**src/rtl/simon_autoplayer_if.sv**
```systemverilog
// Game-side signal bundle between the Simon autoplayer (master) and the game core / bench (slave).
interface simon_autoplayer_if;
   logic [15:0] ticks_per_milli;
   logic        enable;
   logic [3:0]  led;
   logic [3:0]  btn;
   logic [5:0]  level;
   logic        game_over;
   logic        overflow;
   logic        busy;

   modport master (
      input  ticks_per_milli, enable, led,
      output btn, level, game_over, overflow, busy
   );

   modport slave (
      output ticks_per_milli, enable, led,
      input  btn, level, game_over, overflow, busy
   );
endinterface

```
**src/rtl/simon_autoplayer.sv**
```systemverilog
// Simon autoplayer: records the LED playback sequence, then replays it on the buttons each round.
module simon_autoplayer #(
   parameter int unsigned DEPTH    = 32,
   parameter int unsigned PRESS_MS = 50,
   parameter int unsigned GAP_MS   = 200,
   parameter int unsigned INTER_MS = 200
) (
   input logic                 clk,
   input logic                 rst_n,
   simon_autoplayer_if.master  game_io
);
   localparam int unsigned CNT_W  = $clog2(DEPTH + 1);
   localparam int unsigned IDX_W  = (DEPTH > 1) ? $clog2(DEPTH) : 1;
   localparam int unsigned MS_W   = 16;
   localparam int unsigned TICK_W = 16;

   typedef enum logic [2:0] {
      S_IDLE, S_START, S_LISTEN, S_PRESS, S_ECHO, S_INTER, S_HALT
   } state_e;

   state_e             state_q, state_d;
   logic [TICK_W-1:0]  tick_q, tick_d;
   logic [MS_W-1:0]    ms_q, ms_d;
   logic [3:0]         led_q;
   logic [CNT_W-1:0]   rec_cnt_q, rec_cnt_d;
   logic [IDX_W-1:0]   idx_q, idx_d;
   logic [5:0]         level_q, level_d;
   logic               game_over_q, game_over_d;
   logic               overflow_q, overflow_d;
   logic               seen_q, seen_d;
   logic [3:0]         btn_q, btn_d;
   logic               busy_q, busy_d;
   logic [1:0]         mem_q [DEPTH];
   logic               mem_we_c;
   logic [1:0]         code_c;
   logic               onset_c, all_on_c, tick_hit_c, ms_clr_c;

   assign all_on_c   = (game_io.led == 4'b1111);
   assign onset_c    = (led_q == 4'b0000) && $onehot(game_io.led);
   assign tick_hit_c = (tick_q == game_io.ticks_per_milli);

   always_comb begin
      code_c = 2'd0;
      if (game_io.led[1])      code_c = 2'd1;
      else if (game_io.led[2]) code_c = 2'd2;
      else if (game_io.led[3]) code_c = 2'd3;
   end

   // Next-state, bookkeeping and registered-output decisions
   always_comb begin
      state_d     = state_q;
      rec_cnt_d   = rec_cnt_q;
      idx_d       = idx_q;
      level_d     = level_q;
      game_over_d = game_over_q;
      overflow_d  = overflow_q;
      seen_d      = seen_q;
      mem_we_c    = 1'b0;
      btn_d       = 4'b0000;
      busy_d      = 1'b0;
      ms_clr_c    = 1'b0;

      if (!game_io.enable) begin
         state_d = S_IDLE;
      end else begin
         unique case (state_q)
            S_IDLE: begin
               game_over_d = 1'b0;
               overflow_d  = 1'b0;
               rec_cnt_d   = '0;
               state_d     = all_on_c ? S_START : S_LISTEN;
            end
            S_START: begin
               if (ms_q == MS_W'(PRESS_MS)) begin
                  rec_cnt_d = '0;
                  state_d   = S_LISTEN;
               end
            end
            S_LISTEN: begin
               if (all_on_c) begin
                  game_over_d = 1'b1;
                  state_d     = S_HALT;
               end else if (onset_c) begin
                  if (rec_cnt_q == CNT_W'(DEPTH)) begin
                     overflow_d = 1'b1;
                     state_d    = S_HALT;
                  end else begin
                     mem_we_c  = 1'b1;
                     rec_cnt_d = rec_cnt_q + CNT_W'(1);
                  end
               end else if ((rec_cnt_q != '0) && (game_io.led == 4'b0000) &&
                            (ms_q == MS_W'(GAP_MS))) begin
                  level_d = 6'(rec_cnt_q);
                  idx_d   = '0;
                  state_d = S_PRESS;
               end
            end
            S_PRESS: begin
               if (ms_q == MS_W'(PRESS_MS)) begin
                  seen_d  = 1'b0;
                  state_d = S_ECHO;
               end
            end
            S_ECHO: begin
               if (all_on_c) begin
                  game_over_d = 1'b1;
                  state_d     = S_HALT;
               end else if (game_io.led != 4'b0000) begin
                  seen_d = 1'b1;
               end else if (seen_q) begin
                  state_d = S_INTER;
               end
            end
            S_INTER: begin
               if (all_on_c) begin
                  game_over_d = 1'b1;
                  state_d     = S_HALT;
               end else if (ms_q == MS_W'(INTER_MS)) begin
                  if (6'(idx_q) + 6'd1 == level_q) begin
                     rec_cnt_d = '0;
                     state_d   = S_LISTEN;
                  end else begin
                     idx_d   = idx_q + IDX_W'(1);
                     state_d = S_PRESS;
                  end
               end
            end
            S_HALT: begin
               state_d = S_HALT;
            end
            default: state_d = S_IDLE;
         endcase
      end

      // Gap timer restarts on any LED activity while listening
      ms_clr_c = (state_d != state_q) ||
                 ((state_q == S_LISTEN) && (game_io.led != 4'b0000));

      // btn follows the decided next state so it switches on the transition edge
      unique case (state_d)
         S_START: btn_d = 4'b0001;
         S_PRESS: btn_d = 4'b0001 << mem_q[idx_d];
         default: btn_d = 4'b0000;
      endcase
      busy_d = (state_d != S_IDLE) && (state_d != S_HALT);
   end

   always_comb begin
      tick_d = tick_hit_c ? '0 : tick_q + TICK_W'(1);
      if (ms_clr_c)        ms_d = '0;
      else if (tick_hit_c) ms_d = ms_q + MS_W'(1);
      else                 ms_d = ms_q;
   end

   always_ff @(posedge clk or negedge rst_n) begin
      if (!rst_n) begin
         state_q     <= S_IDLE;
         tick_q      <= '0;
         ms_q        <= '0;
         led_q       <= 4'b0000;
         rec_cnt_q   <= '0;
         idx_q       <= '0;
         level_q     <= 6'd0;
         game_over_q <= 1'b0;
         overflow_q  <= 1'b0;
         seen_q      <= 1'b0;
         btn_q       <= 4'b0000;
         busy_q      <= 1'b0;
      end else begin
         state_q     <= state_d;
         tick_q      <= tick_d;
         ms_q        <= ms_d;
         led_q       <= game_io.led;
         rec_cnt_q   <= rec_cnt_d;
         idx_q       <= idx_d;
         level_q     <= level_d;
         game_over_q <= game_over_d;
         overflow_q  <= overflow_d;
         seen_q      <= seen_d;
         btn_q       <= btn_d;
         busy_q      <= busy_d;
      end
   end

   // Sequence memory has no reset; entries are written before they are replayed
   always_ff @(posedge clk) begin
      if (mem_we_c) mem_q[rec_cnt_q[IDX_W-1:0]] <= code_c;
   end

   assign game_io.btn       = btn_q;
   assign game_io.level     = level_q;
   assign game_io.game_over = game_over_q;
   assign game_io.overflow  = overflow_q;
   assign game_io.busy      = busy_q;
endmodule

```
**src/flat_wrapper.sv**
```systemverilog
// flat-port wrapper written by rule: the top's interface ports become plain ports
module simon_autoplayer_flat 
#(
   parameter int unsigned DEPTH    = 32,
   parameter int unsigned PRESS_MS = 50,
   parameter int unsigned GAP_MS   = 200,
   parameter int unsigned INTER_MS = 200
)
  (clk, rst_n, game_io_ticks_per_milli, game_io_enable, game_io_led, game_io_btn, game_io_level, game_io_game_over, game_io_overflow, game_io_busy);
  simon_autoplayer_if game_io_i ();
  input logic clk;
  input logic rst_n;
  input wire logic [$bits(game_io_i.ticks_per_milli)-1:0] game_io_ticks_per_milli;
  input wire logic [$bits(game_io_i.enable)-1:0] game_io_enable;
  input wire logic [$bits(game_io_i.led)-1:0] game_io_led;
  output wire logic [$bits(game_io_i.btn)-1:0] game_io_btn;
  output wire logic [$bits(game_io_i.level)-1:0] game_io_level;
  output wire logic [$bits(game_io_i.game_over)-1:0] game_io_game_over;
  output wire logic [$bits(game_io_i.overflow)-1:0] game_io_overflow;
  output wire logic [$bits(game_io_i.busy)-1:0] game_io_busy;
  assign game_io_i.ticks_per_milli = game_io_ticks_per_milli;
  assign game_io_i.enable = game_io_enable;
  assign game_io_i.led = game_io_led;
  assign game_io_btn = game_io_i.btn;
  assign game_io_level = game_io_i.level;
  assign game_io_game_over = game_io_i.game_over;
  assign game_io_overflow = game_io_i.overflow;
  assign game_io_busy = game_io_i.busy;
  simon_autoplayer #(.DEPTH(DEPTH), .PRESS_MS(PRESS_MS), .GAP_MS(GAP_MS), .INTER_MS(INTER_MS)) u_core (.clk(clk), .rst_n(rst_n), .game_io(game_io_i));
endmodule
```
**config.mk**
```make
export PLATFORM = sky130hd
export DESIGN_NAME = simon_autoplayer_flat
export DESIGN_NICKNAME = d
export VERILOG_FILES = /design/src/rtl/simon_autoplayer_if.sv /design/src/rtl/simon_autoplayer.sv /design/src/flat_wrapper.sv
export SDC_FILE = /design/constraint.sdc
export NUM_CORES = 1
export LEC_CHECK = 0
export CAP_MARGIN = 20
export CORE_MARGIN = 4
export CORE_UTILIZATION = 43
export CTS_CLUSTER_DIAMETER = 40
export DETAILED_ROUTE_END_ITERATION = 8
export PLACE_DENSITY = 0.7
export SYNTH_ARGS = -nofsm -noshare
export SYNTH_HDL_FRONTEND = slang
export SYNTH_SLANG_ARGS = --single-unit
```
**constraint.sdc**
```tcl
create_clock -name clk -period 5.17 [get_ports clk]
set_clock_uncertainty 0.15 [all_clocks]
set_input_delay 1.034 -clock clk [delete_from_list [all_inputs] [get_ports clk]]
set_output_delay 1.034 -clock clk [all_outputs]
set_load 0.005 [all_outputs]
```
==> impl_results.md, run 1 <==
- RSZ-0062 raised after global routing: no
- Starting Density: ~45%
- Cts bufs inserted: 17
- Mean Syn Cell Area: 10.6 µm²
- GRT Total Usage: 17.8%
- Largest fanout on the critical path: 5
- Flop-to-flop setup slack: 1.06 ns
- DR pass1 iterations: 4
- Routability cong.: 0.945
- Seq pwr share: between 40 and 50%
- Final period util: between 90 and 100%
- Avg Vias per Cell: 5.65
- Die area: 17300 µm²
- Slew Limit Fails: 0
- Worst Hold Class: register to register
- CTS tree: yes
- Final instance area: about 7900 µm²
- Number of global-route vias before repair: 4998
- Pwr per Cell Area: 332 nW/µm²
- Cell area after synthesis: ~6600 µm²
- Combinational power share: 6.7%
- Sequential share of the synthesized area: 53.6%
- Pre-CTS setup slack: -0.256 ns
- # rows: 44
- Post-synth ARST share: between 50% and 60%
- Final Net Count: 714
- First-pass GRT wire length: 24.8 mm
- ANT nets after route: 0
- Placed cell areas: 7240 µm²
- R2r endpoint: u_core.game_io.btn[1]
- CP startpoint: game_io_led[2]
- Non-Filler Instances: 871
- Post-Synthesis Cells: 618
- Synthesized Nets: 658
- Share of post-route cells with drive strength above 1: 11.2%
- Final wirelength: 15.0 mm
- Main synth FF type: edfxtp_1
- Layout area overhead: 19.9%
- Max-Cap Viols: 0
- Status: finished, final reports clean
- Sink Count: 128
- Beginning of the worst register-to-register path: u_core.idx_q[0]
- Global route total overflow: 0
- Setup WS post-layout: between 0.2 and 0.3 ns
- Leak: 3.05 nW
- Sw Share: 22.1%
- Final setup viols: 0
- Initial DRC count: between 300 and 400
- Startpoint class of the critical path: input pin
- Critical Path AT: 5.04 ns
- Worst vdd rail ir drop: 0.223 mV
- DP HPWL: 10.8 mm
- Slew headroom: 36.9%
- Input/output buffers: 35
- Core Region: approximately 15000 µm²
- Die span in y: 132 µm
- Max Buffers Root-to-Sink: 2
- Sum of negative setup slack: 0 ns
- Final hold slack: 0.392 ns
- P_int: between 2 and 2.5 mW
- Netlist cell types: a little under 70
- Via count: 4925
- # Post-CTS Setup Buffers: 0
- Final worst path period need: 4.91 ns
- Drt wl/cell: 17.3 µm
- Worst Tran Pin Value: 0.946 ns
- Clock power frac: 49.8%
- Register bit count reported by yosys: 128
- Worst Setup EP: u_core.game_io.btn[1]
- Die Wd: roughly 130 µm
- WP data required: 5.31 ns
- Final hold vios: 0
- I/O pins: 36
- Worst Setup End Kind: register
- Post-synth EDFFs: 64
- Ant diodes: 0
- DRC: 0
- Switch Pwr: 0.579 mW
- Root Driver: clkbuf_16
- Depth of the CTS H-tree: 4
- Initial antenna violation count: 0
- Final Core Density: a little over half
- Largest net degree at the start of global routing: 43
- Worst-skew pair later-pin latency: 0.42 ns
- Fmax: 204 MHz
- Setup CP Type: input pin to register
- # placed instances: 839
- Worst-path clk slew: approximately 0.060 ns
- Tot Pwr: ~2.6 mW
- Path depth of the worst reg2reg path: 14
- Synth warn: 0
[routing by layer]
layer  vias to the layer above  global-route usage (%)  part of all wire [%]
li1                       2323                       -                     -
met1                      2405                    23.2                    45
met2                       170                    28.1                    47
met3                        27                    4.55                   6.1
met4                         0                    7.64                   2.0
met5                         -                       0                     0
[cells in the mapped netlist, types with 16 or more instances]
master / count / area, µm²
nand3_1: 32 / 160
nor2_1: 92 / 345
o21ai_0: 20 / 100
nand2_1: 55 / 206
a21oi_1: 16 / 80.1
ha_1: 16 / 200
xnor2_1: 31 / 272
inv_1: 24 / 90.1
mux2i_1: 26 / 260
dfrtp_1: 64 / 1600
edfxtp_1: 64 / 1920
xor2_1: 17 / 149
[worst min path at each step]
stage                                   startpoint                        to  cells past startpoint
after floorplan                      u_core.seen_q             u_core.seen_q                      1
after global placement               u_core.seen_q             u_core.seen_q                      1
after detailed placement             u_core.seen_q             u_core.seen_q                      1
after CTS                            u_core.seen_q             u_core.seen_q                      1
after global routing                 u_core.seen_q             u_core.seen_q                      1
final                     u_core.game_io.game_over  u_core.game_io.game_over                      2
[cells by family after synthesis]
family	synth area share, %
compound gates	8.84
xor+xnor	6.39
fa+ha+maj	3.35
buf+inv	3.78
flops	53.6
mux	4.64
simple gates	19.4
[worst max-delay path, stage by stage]
cell and delay [ns]:
clkdlybuf4s50_1 0.47, inv_1 0.06, ha_1 0.31, ha_1 0.19, inv_1 0.07, fa_1 0.41, nand2_1 0.08, nor3_1 0.04
buf_4 0.14, nor4_2 0.21, a21oi_1 0.17, buf_4 0.18, a32oi_1 0.14, and2_4 0.21, clkinv_4 0.07, nor2_1 0.29
a32oi_1 0.14, a22oi_1 0.20, o211a_1 0.26, nor3b_1 0.34
[state kept, by name, indices dropped and copies added, names as in the netlist]
| register | flops |
|---|---|
| u_core.tick_q | 16 |
| u_core.game_io.btn | 4 |
| u_core.state_q | 3 |
| u_core.game_io.busy | 1 |
| u_core.idx_q | 5 |
| u_core.game_io.level | 6 |
| u_core.mem_q | 64 |
| u_core.game_io.overflow | 1 |
| u_core.rec_cnt_q | 6 |
| u_core.game_io.game_over | 1 |
| u_core.ms_q | 16 |
| u_core.seen_q | 1 |
| u_core.led_q | 4 |
[layout make-up]
type / instances / area (µm²)
timing repair buffer: 59 / 563
inverter: 27 / 106
clock inverter: 13 / 210
multi-input combinational: 441 / 2820
clock buffer: 19 / 433
sequential: 128 / 3520
fill: 1277 / 6870
tap: 184 / 230
[cells in the final DEF, fill, tap and decap left out, types with 16 or more instances in the layout]
master           Yosys  routed
a21oi_1             16      16
nor2_1              92      92
buf_4                3      21
mux2i_1             26      26
nand2_1             55      55
inv_1               24      24
clkdlybuf4s50_1      0      34
dfrtp_1             64      64
clkbuf_16            0      17
ha_1                16      16
o21ai_0             20      20
edfxtp_1            64      64
nand3_1             32      32
xnor2_1             31      31
xor2_1              17      17
[power by group through the flow]
stage	clock network [mW]	registers [mW]	logic, mW
finish	1.30	1.14	0.177
global route	1.37	1.14	0.200
CTS	1.32	1.14	0.178
detailed placement	0	1.16	0.177
global placement	0	1.16	0.170
floorplan	0	1.15	0.112
[what timing repair did]
action / 4_1_cts / 5_1_grt
resized for setup: 0 / 1
hold buffers: 0 / 0
endpoints found under the setup margin: 0 / 2
(Power assumes the default switching activity.)
==> run 2, diff against run 1 <==
--- a/config.mk
+++ b/config.mk
@@ -7,10 +7,10 @@
 export LEC_CHECK = 0
 export CAP_MARGIN = 20
 export CORE_MARGIN = 4
-export CORE_UTILIZATION = 43
+export CORE_UTILIZATION = 65
 export CTS_CLUSTER_DIAMETER = 40
 export DETAILED_ROUTE_END_ITERATION = 8
-export PLACE_DENSITY = 0.7
+export PLACE_DENSITY = 0.95
 export SYNTH_ARGS = -nofsm -noshare
 export SYNTH_HDL_FRONTEND = slang
 export SYNTH_SLANG_ARGS = --single-unit
==> impl_results.md, run 2 (synthesis results as in run 1) <==
- Slew headroom: 46.4%
- Final setup viols: 0
- Worst Hold Class: register to register
- Sink Count: 128
- Root Driver: clkbuf_8
- # fillers: 606
- First-pass GRT wire length: about 26 mm
- CTS tree: yes
- Max Buffers Root-to-Sink: 2
- Clock power frac: 48.4%
- Die span in y: 109 µm
- CP Buf/Inv Count: 4
- CP max-delay cell: clkdlybuf4s50_1
- Input/output buffers: 35
- Core Region: 9820 µm²
- # rows: 36
- Global route total overflow: 0
- DR pass1 iterations: 5
- Worst-skew pair later-pin latency: approximately 0.53 ns
- Pwr per Cell Area: 332 nW/µm²
- Number of global-route vias before repair: 5128
- Flop-to-flop setup slack: roughly 1.3 ns
- CP startpoint: game_io_led[2]
- Critical Path AT: 5.00 ns
- Crit. path cell count: 17
- Status: finished, final reports clean
- Worst-path clk slew: 0.06 ns
- Hold Buf Count CTS: 0
- Setup WS post-layout: 0.460 ns
- Cts bufs inserted: 17
- Die Wd: approximately 110 µm
- GRT Total Usage: 29.7%
- Largest net degree at the start of global routing: 65
- Switch Pwr: 0.586 mW
- Max-Cap Viols: 0
- Routability cong.: 0.940
- R2r endpoint: u_core.game_io.btn[1]
- # Post-CTS Setup Buffers: 0
- Ant diodes: 0
- Placed cell areas: 7060 µm²
- Depth of the CTS H-tree: 4
- Slew Limit Fails: 0
- Starting Density: between 60% and 70%
- Final hold vios: 0
- Slowest stage delay, CP: 0.51 ns
- Initial DRC count: approximately 480
- RSZ-0062 raised after global routing: no
- Worst Tran Pin Value: 0.804 ns
- Resized cells post-CTS: 0
- Most used cell, CP: ha_1
- Beginning of the worst register-to-register path: u_core.rec_cnt_q[3]
- Die area: ~12000 µm²
- I/O pins: 36
- Commonest non-fill, non-tap cell in the layout: nor2_1
- Layout area overhead: 16.6%
- Worst vdd rail ir drop: 0.293 mV
- Via count: 5105
- Final Net Count: about 700
- Final period util: 91.1%
- DRC: 0
- Combinational power share: between 6 and 7%
- Final worst path period need: between 4 and 5 ns
- Avg Vias per Cell: 6.31
- Startpoint class of the critical path: input pin
- Final wirelength: 16.4 mm
- Initial antenna violation count: 0
- Leak: ~3.0 nW
- Final instance area: 7670 µm²
- Share of post-route cells with drive strength above 1: about a tenth
- Most frequent cells in the layout: nor2_1, dfrtp_1, edfxtp_1
- WP data required: 5.46 ns
- Pre-CTS setup slack: -0.00421 ns
- Seq pwr share: 44.8%
- DP HPWL: 10.8 mm
- P_int: 1.96 mW
- Largest delay share family, worst path: simple AND/OR/NAND/NOR gates
- Setup CP Type: input pin to register
- Path depth of the worst reg2reg path: 13
- Drt wl/cell: 20.2 µm
- ANT nets after route: 0
- Worst Setup EP: u_core.game_io.btn[1]
- Largest fanout on the critical path: 9
- Crit-path cells: clkdlybuf4s50_1, inv_1, ha_1, ha_1, or4b_1, nor3_1, nor4_1, o21ai_0, o21ai_1, and2_1, inv_2, buf_4, mux2i_1, a211oi_1, a22oi_1, o211a_1, nor3b_1
- Max reg flops: between 60 and 70
- Sw Share: 23.0%
- Fmax: between 200 and 250 MHz
- Worst Setup End Kind: register
run 2: cell types whose count changed in the layout (fill, tap and decap cells not counted):
cell        delta
clkinv_4       -1
clkinv_2       +1
clkbuf_1       -1
clkinv_1       +1
buf_4          -9
buf_12         -2
nor4_2         -1
clkinvlp_4     +1
bufinv_16      -1
clkbuf_8       +1
clkbuf_16      -1
nor4_1         +1
run 2: worst min path at each step:
| stage | from | endpoint | cells after the start |
|---|---|---|---|
| floorplan | u_core.seen_q | u_core.seen_q | 1 |
| global placement | u_core.seen_q | u_core.seen_q | 1 |
| detailed placement | u_core.seen_q | u_core.seen_q | 1 |
| CTS | u_core.seen_q | u_core.seen_q | 1 |
| global route | u_core.seen_q | u_core.seen_q | 1 |
| finish | u_core.seen_q | u_core.seen_q | 1 |
run 2: metrics by stage:
stage | setup TNS, ns | total power [mW] | utilization, % | hold WS (ns) | std cells
final | 0 | 2.55 | 78.1 | 0.386 | 809
after global routing | 0 | 2.62 | 78.1 | 0.407 | 809
after CTS | 0 | 2.55 | 78.1 | 0.381 | 809
after detailed placement | -0.00421 | 1.33 | 71.9 | 0.367 | 777
after global placement | 0 | 1.32 | 71.9 | 0.354 | 777
after floorplan | 0 | 1.26 | - | 0.332 | 618
run 2: layer usage:
metal | GRT usage [%] | routed length (µm) | vias to the layer above
li1 | - | - | 2308
met1 | 37.2 | 6670 | 2469
met2 | 47.7 | 7900 | 286
met3 | 8.84 | 1310 | 42
met4 | 13.4 | 490 | 0
met5 | 0 | 0 | -
run 2: final cells by class:
class	instances	area [µm²]	share of cell area (%)
timing repair buffer	48	455	5.94
sequential	128	3520	45.9
multi-input combinational	441	2810	36.7
tap	133	166	2.17
clock inverter	14	188	2.45
inverter	27	106	1.39
clock buffer	18	418	5.45
run 2: power groups by stage:
stage               Combinational, mW  Clock (mW)  Sequential (mW)
floorplan                       0.112           0             1.15
global placement                0.165           0             1.16
detailed placement              0.172           0             1.16
CTS                             0.173        1.24             1.14
global route                    0.193        1.29             1.14
finish                          0.174        1.23             1.14
==> run 3, diff against run 2 <==
--- a/config.mk
+++ b/config.mk
@@ -10,6 +10,7 @@
 export CORE_UTILIZATION = 65
 export CTS_CLUSTER_DIAMETER = 40
 export DETAILED_ROUTE_END_ITERATION = 8
+export HOLD_SLACK_MARGIN = 0.1
 export PLACE_DENSITY = 0.95
 export SYNTH_ARGS = -nofsm -noshare
 export SYNTH_HDL_FRONTEND = slang
==> results of run 3 <==
No change in the layout: final DEF, timing and power equal those of run 2.
